File: src/rtl/ahb2apb_bridge_core.sv
// rtl/ahb2apb_bridge_core.sv - AHB-Lite slave to APB master bridge; optional ACCESS timeout under APB_TIMEOUT_EN
module ahb2apb_bridge_core #(
  parameter int ADDR_WIDTH     = 16,
  parameter int DATA_WIDTH     = 32,
  parameter int TIMEOUT_CYCLES = 16
) (
  input  logic                  HCLK,
  input  logic                  HRESET,
  input  logic                  HSEL,
  input  logic [1:0]            HTRANS,
  input  logic [ADDR_WIDTH-1:0] HADDR,
  input  logic                  HWRITE,
  input  logic [DATA_WIDTH-1:0] HWDATA,
  output logic                  HREADY,
  output logic                  HRESP,
  output logic [DATA_WIDTH-1:0] HRDATA,
  output logic [ADDR_WIDTH-1:0] PADDR,
  output logic                  PSEL,
  output logic                  PENABLE,
  output logic                  PWRITE,
  output logic [DATA_WIDTH-1:0] PWDATA,
  input  logic [DATA_WIDTH-1:0] PRDATA,
  input  logic                  PREADY,
  input  logic                  PSLVERR
);

  localparam logic [2:0] S_IDLE   = 3'd0;
  localparam logic [2:0] S_WLATCH = 3'd1;
  localparam logic [2:0] S_SETUP  = 3'd2;
  localparam logic [2:0] S_ACCESS = 3'd3;
  localparam logic [2:0] S_DONE   = 3'd4;
  localparam logic [2:0] S_ERR1   = 3'd5;
  localparam logic [2:0] S_ERR2   = 3'd6;

  logic [2:0]            state_q,  state_d;
  logic [ADDR_WIDTH-1:0] paddr_q,  paddr_d;
  logic                  pwrite_q, pwrite_d;
  logic [DATA_WIDTH-1:0] pwdata_q, pwdata_d;
  logic [DATA_WIDTH-1:0] hrdata_q, hrdata_d;
  logic                  accept;
  logic                  timed_out;

  // HTRANS[0] only distinguishes NONSEQ from SEQ; both are handled identically
  logic unused_htrans0;
  assign unused_htrans0 = HTRANS[0];

  // Bus-facing handshake outputs decode straight from the registered state
  assign HREADY  = (state_q == S_IDLE) || (state_q == S_DONE) || (state_q == S_ERR2);
  assign HRESP   = (state_q == S_ERR1) || (state_q == S_ERR2);
  assign PSEL    = (state_q == S_SETUP) || (state_q == S_ACCESS);
  assign PENABLE = (state_q == S_ACCESS);
  assign PADDR   = paddr_q;
  assign PWRITE  = pwrite_q;
  assign PWDATA  = pwdata_q;
  assign HRDATA  = hrdata_q;

  assign accept = HSEL && HTRANS[1] && HREADY;

`ifdef APB_TIMEOUT_EN
  localparam int TW = $clog2(TIMEOUT_CYCLES + 1);
  logic [TW-1:0] tmo_q, tmo_d;

  // Wait counter: zeroed in SETUP so it starts clean on ACCESS entry
  always_comb begin
    tmo_d = tmo_q;
    if (state_q == S_SETUP) begin
      tmo_d = '0;
    end else if ((state_q == S_ACCESS) && !PREADY) begin
      tmo_d = tmo_q + 1'b1;
    end
  end

  // Count register
  always_ff @(posedge HCLK) begin
    if (HRESET) begin
      tmo_q <= '0;
    end else begin
      tmo_q <= tmo_d;
    end
  end

  // Limit is hit when this waiting cycle would bring the count to TIMEOUT_CYCLES
  assign timed_out = (tmo_q == TW'(TIMEOUT_CYCLES - 1));
`else
  logic [31:0] unused_timeout;
  assign unused_timeout = 32'(TIMEOUT_CYCLES);
  assign timed_out      = 1'b0;
`endif

  // Transfer sequencing and capture of address, write data and read data
  always_comb begin
    state_d  = state_q;
    paddr_d  = paddr_q;
    pwrite_d = pwrite_q;
    pwdata_d = pwdata_q;
    hrdata_d = hrdata_q;
    unique case (state_q)
      S_IDLE, S_DONE, S_ERR2: begin
        if (accept) begin
          paddr_d  = HADDR;
          pwrite_d = HWRITE;
          state_d  = HWRITE ? S_WLATCH : S_SETUP;
        end else begin
          state_d = S_IDLE;
        end
      end
      S_WLATCH: begin
        pwdata_d = HWDATA;
        state_d  = S_SETUP;
      end
      S_SETUP: begin
        state_d = S_ACCESS;
      end
      S_ACCESS: begin
        if (PREADY) begin
          if (PSLVERR) begin
            state_d = S_ERR1;
          end else begin
            if (!pwrite_q) begin
              hrdata_d = PRDATA;
            end
            state_d = S_DONE;
          end
        end else if (timed_out) begin
          state_d = S_ERR1;
        end
      end
      S_ERR1: begin
        state_d = S_ERR2;
      end
      default: begin
        state_d = S_IDLE;
      end
    endcase
  end

  // State and datapath registers
  always_ff @(posedge HCLK) begin
    if (HRESET) begin
      state_q  <= S_IDLE;
      paddr_q  <= '0;
      pwrite_q <= 1'b0;
      pwdata_q <= '0;
      hrdata_q <= '0;
    end else begin
      state_q  <= state_d;
      paddr_q  <= paddr_d;
      pwrite_q <= pwrite_d;
      pwdata_q <= pwdata_d;
      hrdata_q <= hrdata_d;
    end
  end

endmodule

File: config.mk
export PLATFORM = sky130hd
export DESIGN_NAME = ahb2apb_bridge_core
export DESIGN_NICKNAME = d
export VERILOG_FILES = /design/src/rtl/ahb2apb_bridge_core.sv
export SDC_FILE = /design/constraint.sdc
export NUM_CORES = 1
export LEC_CHECK = 0
export BUFFER_PORTS_ARGS = -buffer_cell sky130_fd_sc_hd__buf_4
export CAP_MARGIN = 25
export CORE_ASPECT_RATIO = 0.8
export CORE_UTILIZATION = 45
export DETAILED_ROUTE_END_ITERATION = 12
export PLACE_DENSITY = 0.8
export SETUP_SLACK_MARGIN = 0.4
export SYNTH_ARGS = -nofsm -noshare
export SYNTH_HDL_FRONTEND = slang
export SYNTH_SLANG_ARGS = --single-unit
File: constraint.sdc
create_clock -name HCLK -period 1.6 [get_ports HCLK]
set_input_delay 0.4 -clock HCLK [delete_from_list [all_inputs] [get_ports HCLK]]
set_output_delay 0.4 -clock HCLK [all_outputs]
set_load 0.03 [all_outputs]
==> out/results.txt, run 1 <==
IO Port Bufs: 171
H-tree depth: 3
Cts hold-fix bufs: 0
Post-synth top cells: nand2_1 (130), dfxtp_1 (84), a21oi_1 (52), mux2i_1 (32), clkbuf_1 (26)
Initial antenna violation count: 0
Io pins: 173
Netlist cell types: 24
Synthesized instance count: 382
Num rows: 27
Largest area contributor in the netlist: dfxtp_1
Sequential fraction of the synthesis area: 51.83%
Error msg: [ERROR DPL-0033] detailed placement checks failed during check placement.
Number of flops mapped to enable cells by yosys: 0
Main synth FF type: dfxtp_1
Syn_area_per_cell: 8.493 sq um
Halt Stage: global routing (5_1_grt)
Status: stopped before the end
Synth top area share: 51.83%
Synthesized area: 0.003244 sq mm
CTS max path bufs: 2
Ys async rst share: 0%
DP HPWL: 6309 um
Height of the chip: 77.95 um
Synthesized flop and latch total: 84
Worst EP kind: register input
Die W: 96.93 um
Clk root buf: clkbuf_8
Pin count of the biggest net entering global routing: 53
Num CTS Buffers: 9
Starting density of the core: 46.85%
Post-GRT worst EP: HRDATA[12]$_SDFFE_PP0P_/D
Placer Congestion: 0.7809
Syn Nets: 470
Pre-CTS setup slack: 0.01235 ns
Top-count cell post-synth: nand2_1
Synth Warn #: 0
Most area-consuming cells after synthesis: dfxtp_1 (52%), nand2_1 (15%), mux2i_1 (9.9%)
Dpl cell area: 0.004692 sq mm
CTS Sinks: 84
==> metrics by stage <==
stage | hold slack [ns] | cells | util, %
after CTS | 0.2701 | 673 | 85.75
after detailed placement | 0.4466 | 620 | 67.75
after global placement | 0.4421 | 620 | 67.75
after floorplan | 0.5208 | 382 | -
==> timing repair <==
action,CTS
resized for setup,209
pin swaps,17
cloned,9
setup buffers,28
endpoints found under the setup margin,166
==> cell families after synthesis <==
kind of cell / synth area share, %
buffers and inverters: 4.705
and+or+nand+nor: 20.94
AOI/OAI and AO/OA: 12.38
xor gates and xnor gates: 0.2700
muxes: 9.873
DFF: 51.83
==> run 2, diff against run 1 <==
--- a/config.mk
+++ b/config.mk
@@ -7,11 +7,9 @@
 export LEC_CHECK = 0
 export BUFFER_PORTS_ARGS = -buffer_cell sky130_fd_sc_hd__buf_4
 export CAP_MARGIN = 25
-export CORE_ASPECT_RATIO = 0.8
-export CORE_UTILIZATION = 45
+export CORE_UTILIZATION = 35
 export DETAILED_ROUTE_END_ITERATION = 12
-export PLACE_DENSITY = 0.8
-export SETUP_SLACK_MARGIN = 0.4
+export PLACE_DENSITY_LB_ADDON = 0.15
 export SYNTH_ARGS = -nofsm -noshare
 export SYNTH_HDL_FRONTEND = slang
 export SYNTH_SLANG_ARGS = --single-unit
==> run 2 against run 1 <==
Net effect:
- the flow now finishes, with violations (design-rule violations, negative setup slack)
- area after synthesis unchanged
- synthesized cell count unchanged
==> out/results.txt, run 2 <==
# setup viols final: 1
Synth top area share: 51.83%
Io pins: 173
Most area-consuming cells after synthesis: dfxtp_1 (52%), nand2_1 (15%), mux2i_1 (9.9%)
Number of flops mapped to enable cells by yosys: 0
Antenna Nets Post-Route: 0
Num rows: 34
Crit Path Class: register to primary output
Slew headroom: 83.05%
Vias/cell: 4.686
IO Port Bufs: 171
Die W: 98.28 um
Syn Nets: 470
Max Clock Skew: 0.004157 ns
Crit. End Element: primary output
Largest area contributor in the netlist: dfxtp_1
# diodes: 0
Synth Warn #: 0
Final core utilization: 56.73%
Final setup margin: -0.03271 ns
Reg-to-reg critical path startpoint: state_q[2]
CTS max path bufs: 2
Critical Path Start Type: register
Ys async rst share: 0%
Slew Limit Fails: 0
Worst-margin pin slew: 0.2524 ns
Post-synth top cells: nand2_1 (130), dfxtp_1 (84), a21oi_1 (52), mux2i_1 (32), clkbuf_1 (26)
Placer Congestion: 0.7080
Hold Path Class: input port to register
Vias in the first global route: 3094
Failing checks: design-rule violations, negative setup slack
Initial antenna violation count: 0
Die area: 0.009659 sq mm
Worst-path maximum fanout: 3
Starting density of the core: 36.67%
Clk root buf: clkbuf_8
CTS Sinks: 84
Max VDD drop: 0.0005517 V
DP HPWL: 5867 um
Clk_lat worst skew: 0.33 ns
WL per Instance: 12.75 um
Reg2Reg Depth: 5
Worst path arrival time: 1.23 ns
Cell Pwr Density: 906.5 mW/mm^2
Commonest non-fill, non-tap cell in the layout: buf_4
Syn_area_per_cell: 8.493 sq um
H-tree depth: 3
Maximum capacitance violations: 0
CP startpoint: state_q[1]
Min cycle time layout: 1.633 ns
Drc violations: 11
Worst R2R Setup Slack: 0.14 ns
Highest-count cells in the layout ignoring fill and taps: buf_4 (186), nand2_1 (130), dfxtp_1 (81), a21oi_1 (52), mux2i_1 (32)
Pin count of the biggest net entering global routing: 65
CORE AREA: 0.008848 sq mm
FMAX: 0.6125 GHz
Proportion of layout cells with a drive suffix above 1: 39.46%
# nets final: 644
End of the critical path: HRESP
Total gr overflow: 0
DRT Pass-1 Iters: 8
Status: finished with violations
RSZ-0062 raised after global routing: true
Num CTS Buffers: 9
Worst EP required: 1.20 ns
Drt initial violations: 121
Smallest hold slack: 0.3084 ns
Sequential fraction of the synthesis area: 51.83%
Synthesized instance count: 382
RR Endpoint: HRDATA[20]
Area growth syn-to-layout: 54.72%
Clock-pin slew on the worst setup and hold paths: 0.08 ns
DR vias: 3130
Synthesized flop and latch total: 84
First-pass GRT wire length: 13980 um
Top-count cell post-synth: nand2_1
Leak: 2.158 nW
Netlist cell types: 24
CTS tree: done
Routed wire length: 8520 um
Synthesized area: 0.003244 sq mm
Main synth FF type: dfxtp_1
Fin. Hold Viols: 0
Height of the chip: 98.28 um
GRT Util Overall: 17.75%
Tcrit/Tclk final: 102.0%
[run 2: power by group]
part | leakage (nW) | internal, W | total (W) | switching [W]
clock | 0.0914 | 0.000755 | 0.00148 | 0.000721
sequential | 0.682 | 0.00216 | 0.00221 | 0.0000467
combinational | 1.38 | 0.000401 | 0.000864 | 0.000462
[run 2: worst min-delay path by stage]
stage / startpoint / endpoint / slack (ns) / cells past startpoint
after floorplan: HWDATA[24] / PWDATA[24] / 0.54 / 2
after global placement: HRDATA[29] / HRDATA[29] / 0.44 / 2
after detailed placement: HRDATA[24] / HRDATA[24] / 0.45 / 2
after CTS: HWDATA[16] / PWDATA[16] / 0.28 / 3
after global routing: HWDATA[14] / PWDATA[14] / 0.28 / 3
final: HWDATA[1] / PWDATA[1] / 0.31 / 3
[run 2: repair_timing]
action,in CTS,in global routing
hold buffers,0,0
hold endpoints to repair,0,0
buffers inserted,3,6
gates resized for setup,14,1
gates cloned,0,0
pin swaps,1,1
setup endpoints to repair,4,3
[run 2: metrics by stage]
step | cells | total power (W) | setup slack [ns] | area [sq um] | TNS, ns
2_1_floorplan | 382 | 0.002679 | -0.01316 | 3249 | -0.01316
3_3_place_gp | 644 | 0.003064 | 0.2006 | 4715 | 0
3_5_place_dp | 644 | 0.003073 | 0.1743 | 4715 | 0
4_1_cts | 662 | 0.004599 | -0.03718 | 4971 | -0.04758
5_1_grt | 668 | 0.004790 | -0.08972 | 5020 | -0.09874
6_report | 668 | 0.004550 | -0.03271 | 5020 | -0.03271
[run 2: final cells by class]
cell class	instances	area [sq um]
clock buffer	11	141.4
clock inverter	4	50.05
fill	831	3829
inverter	3	11.26
multi-input combinational	262	1430
sequential	84	1690
tap	108	135.1
timing repair buffer	196	1562
[run 2: critical path, cell delays in order, from the launching register on]
cell	delay (ns)
dfxtp_4	0.37
buf_6	0.12
xor2_1	0.13
and2_1	0.16
buf_6	0.13
[run 2: logic make-up after synthesis]
group / share of synthesized area [%]
and+or+nand+nor: 20.94
xor gates and xnor gates: 0.2700
buffers and inverters: 4.705
DFF: 51.83
muxes: 9.873
AOI/OAI and AO/OA: 12.38
[run 2: per-layer routing]
layer | up-vias | GRT usage, % | share of wire [%]
li1 | 1632 | - | -
met1 | 1394 | 21.23 | 44
met2 | 100 | 30.28 | 48
met3 | 4 | 6.299 | 6.7
met4 | 0 | 4.592 | 0.74
met5 | - | 0 | 0
No activity file was read; power rests on OpenSTA's default activity.
==> run 3, diff against run 2 <==
--- a/config.mk
+++ b/config.mk
@@ -7,6 +7,7 @@
 export LEC_CHECK = 0
 export BUFFER_PORTS_ARGS = -buffer_cell sky130_fd_sc_hd__buf_4
 export CAP_MARGIN = 25
+export CORE_ASPECT_RATIO = 0.9
 export CORE_UTILIZATION = 35
 export DETAILED_ROUTE_END_ITERATION = 12
 export PLACE_DENSITY_LB_ADDON = 0.15
==> run 3 against run 2 <==
Net effect:
- the flow finishes with violations (negative setup slack)
- flip-flop and latch count did not move
- die area barely moved
- largest power group unchanged
- critical path depth did not move
- sequential share of layout area fell by 0.25 points
- utilization rose by 0.95 points
- total power rose by 4.9%
- sequential power barely moved
- worst hold slack got worse by 0.015 ns
- worst setup slack got worse by 0.0095 ns
- final cell count rose by 1.5%
==> out/results.txt, run 3 (synthesis gave the netlist of run 2 again) <==
Starting density of the core: 37.00%
Num CTS Buffers: 9
Commonest non-fill, non-tap cell in the layout: buf_4
Initial antenna violation count: 0
Pin count of the biggest net entering global routing: 37
Slew Limit Fails: 0
Fin. Hold Viols: 0
Placer Congestion: 0.7310
Reg-to-reg critical path startpoint: state_q[0]
Proportion of layout cells with a drive suffix above 1: 39.36%
Cell Pwr Density: 943.6 mW/mm^2
RSZ-0062 raised after global routing: true
Psw: 0.001279 W
Drc violations: 0
DR vias: 3207
Hold Path End: PWDATA[16]
Failing checks: negative setup slack
IO Port Bufs: 171
Clk pwr share: 35.5%
Part of the power in registers: 46.3%
Clock-pin slew on the worst setup and hold paths: 0.09 ns
Hold Path Class: input port to register
First-pass GRT wire length: 13920 um
Die W: 103.5 um
Routed wire length: 8894 um
Int Power: 0.003494 W
Vias/cell: 4.730
Cts hold-fix bufs: 0
WL per Instance: 13.12 um
Layout fillers: 842
Hold Startpoint: HWDATA[16]
Worst EP required: 1.20 ns
GRT Util Overall: 18.44%
CTS Sinks: 84
Crit. End Element: primary output
CTS max path bufs: 2
Worst path arrival time: 1.24 ns
DP HPWL: 6145 um
Area growth syn-to-layout: 55.88%
CTS tree: done
Height of the chip: 93.34 um
Status: finished with violations
Die area: 0.009659 sq mm
Worst-margin pin slew: 0.3266 ns
# nets final: 642
Worst-path maximum fanout: 3
# setup viols final: 1
Total gr overflow: 0
Antenna Nets Post-Route: 0
DRT Pass-1 Iters: 4
Min cycle time layout: 1.642 ns
Sw Ratio: 26.79%
H-tree depth: 3
Worst R2R Setup Slack: 0.15 ns
Max Clock Skew: 0.006905 ns
Crit Path Class: register to primary output
Hold path cells: 3
Clk_lat worst skew: 0.34 ns
Num rows: 32
Drt initial violations: 88
RR Endpoint: PWDATA[31]
Final core utilization: 57.68%
Io pins: 173
Reg2Reg Depth: 5
Vias in the first global route: 3029
Final setup margin: -0.04224 ns
Tcrit/Tclk final: 102.6%
Highest-count cells in the layout ignoring fill and taps: buf_4 (184), nand2_1 (130), dfxtp_1 (81), a21oi_1 (52), mux2i_1 (32)
CORE AREA: 0.008768 sq mm
Comb power frac: 18.1%
Slew headroom: 78.23%
# diodes: 0
Critical Path Start Type: register
FMAX: 0.6089 GHz
Smallest hold slack: 0.2930 ns
Clk root buf: clkbuf_8
Max VDD drop: 0.0005202 V
Maximum capacitance violations: 0
Leak: 2.170 nW
## run 3: how the worst max path moves through the flow
stage,slack [ns],from,endpoint,depth (start not counted)
final,-0.04,state_q[1],HRESP,4
after CTS,-0.06,state_q[1],HRESP,4
after global routing,-0.10,state_q[1],HRESP,4
after global placement,0.19,state_q[2],HRDATA[8],4
after floorplan,-0.01,state_q[2],HREADY,5
after detailed placement,0.16,state_q[2],HRDATA[3],4
## run 3: metal layers
layer | part of all wire, % | vias to the layer above | global-route usage (%) | wire, um
li1 | - | 1627 | - | -
met1 | 43 | 1457 | 22.19 | 3827
met2 | 47 | 114 | 30.13 | 4194
met3 | 8.5 | 9 | 6.502 | 756
met4 | 1.3 | 0 | 6.573 | 114
met5 | 0 | - | 0 | 0
## run 3: critical path, stage by stage (launching register included)
cell and delay, ns:
dfxtp_4 0.38, buf_6 0.10, xor2_1 0.13, and2_1 0.15, buf_6 0.13
## run 3: what timing repair did
item | 4_1_cts | 5_1_grt
buffers inserted | 6 | 0
gates resized for setup | 11 | 2
endpoints found under the setup margin | 4 | 3
pin swaps | 1 | 0
cloned | 1 | 0
## run 3: per-stage QoR
stage	setup slack, ns	area (sq um)	power (W)	std cells	setup TNS (ns)
global route	-0.1021	5057	0.005005	678	-0.1264
finish	-0.04224	5057	0.004772	678	-0.04224
CTS	-0.06491	5049	0.004836	678	-0.06491
global placement	0.1887	4716	0.003064	655	0
floorplan	-0.01316	3249	0.002679	382	-0.01316
detailed placement	0.1641	4716	0.003074	655	0
## run 3: power groups by stage
stage / clock, W / combinational [W] / sequential, W
floorplan: 0 / 0.000289 / 0.00239
global placement: 0 / 0.000808 / 0.00226
detailed placement: 0 / 0.000815 / 0.00226
CTS: 0.00176 / 0.000862 / 0.00221
global route: 0.00185 / 0.000933 / 0.00222
finish: 0.00170 / 0.000864 / 0.00221
## run 3: area by class of cell
class / count / area (sq um) / area share, %
clock buffer: 11 / 141.4 / 2.796
sequential: 84 / 1690 / 33.42
tap: 119 / 148.9 / 2.944
multi-input combinational: 262 / 1430 / 28.28
timing repair buffer: 194 / 1550 / 30.65
clock inverter: 5 / 85.08 / 1.682
inverter: 3 / 11.26 / 0.2227
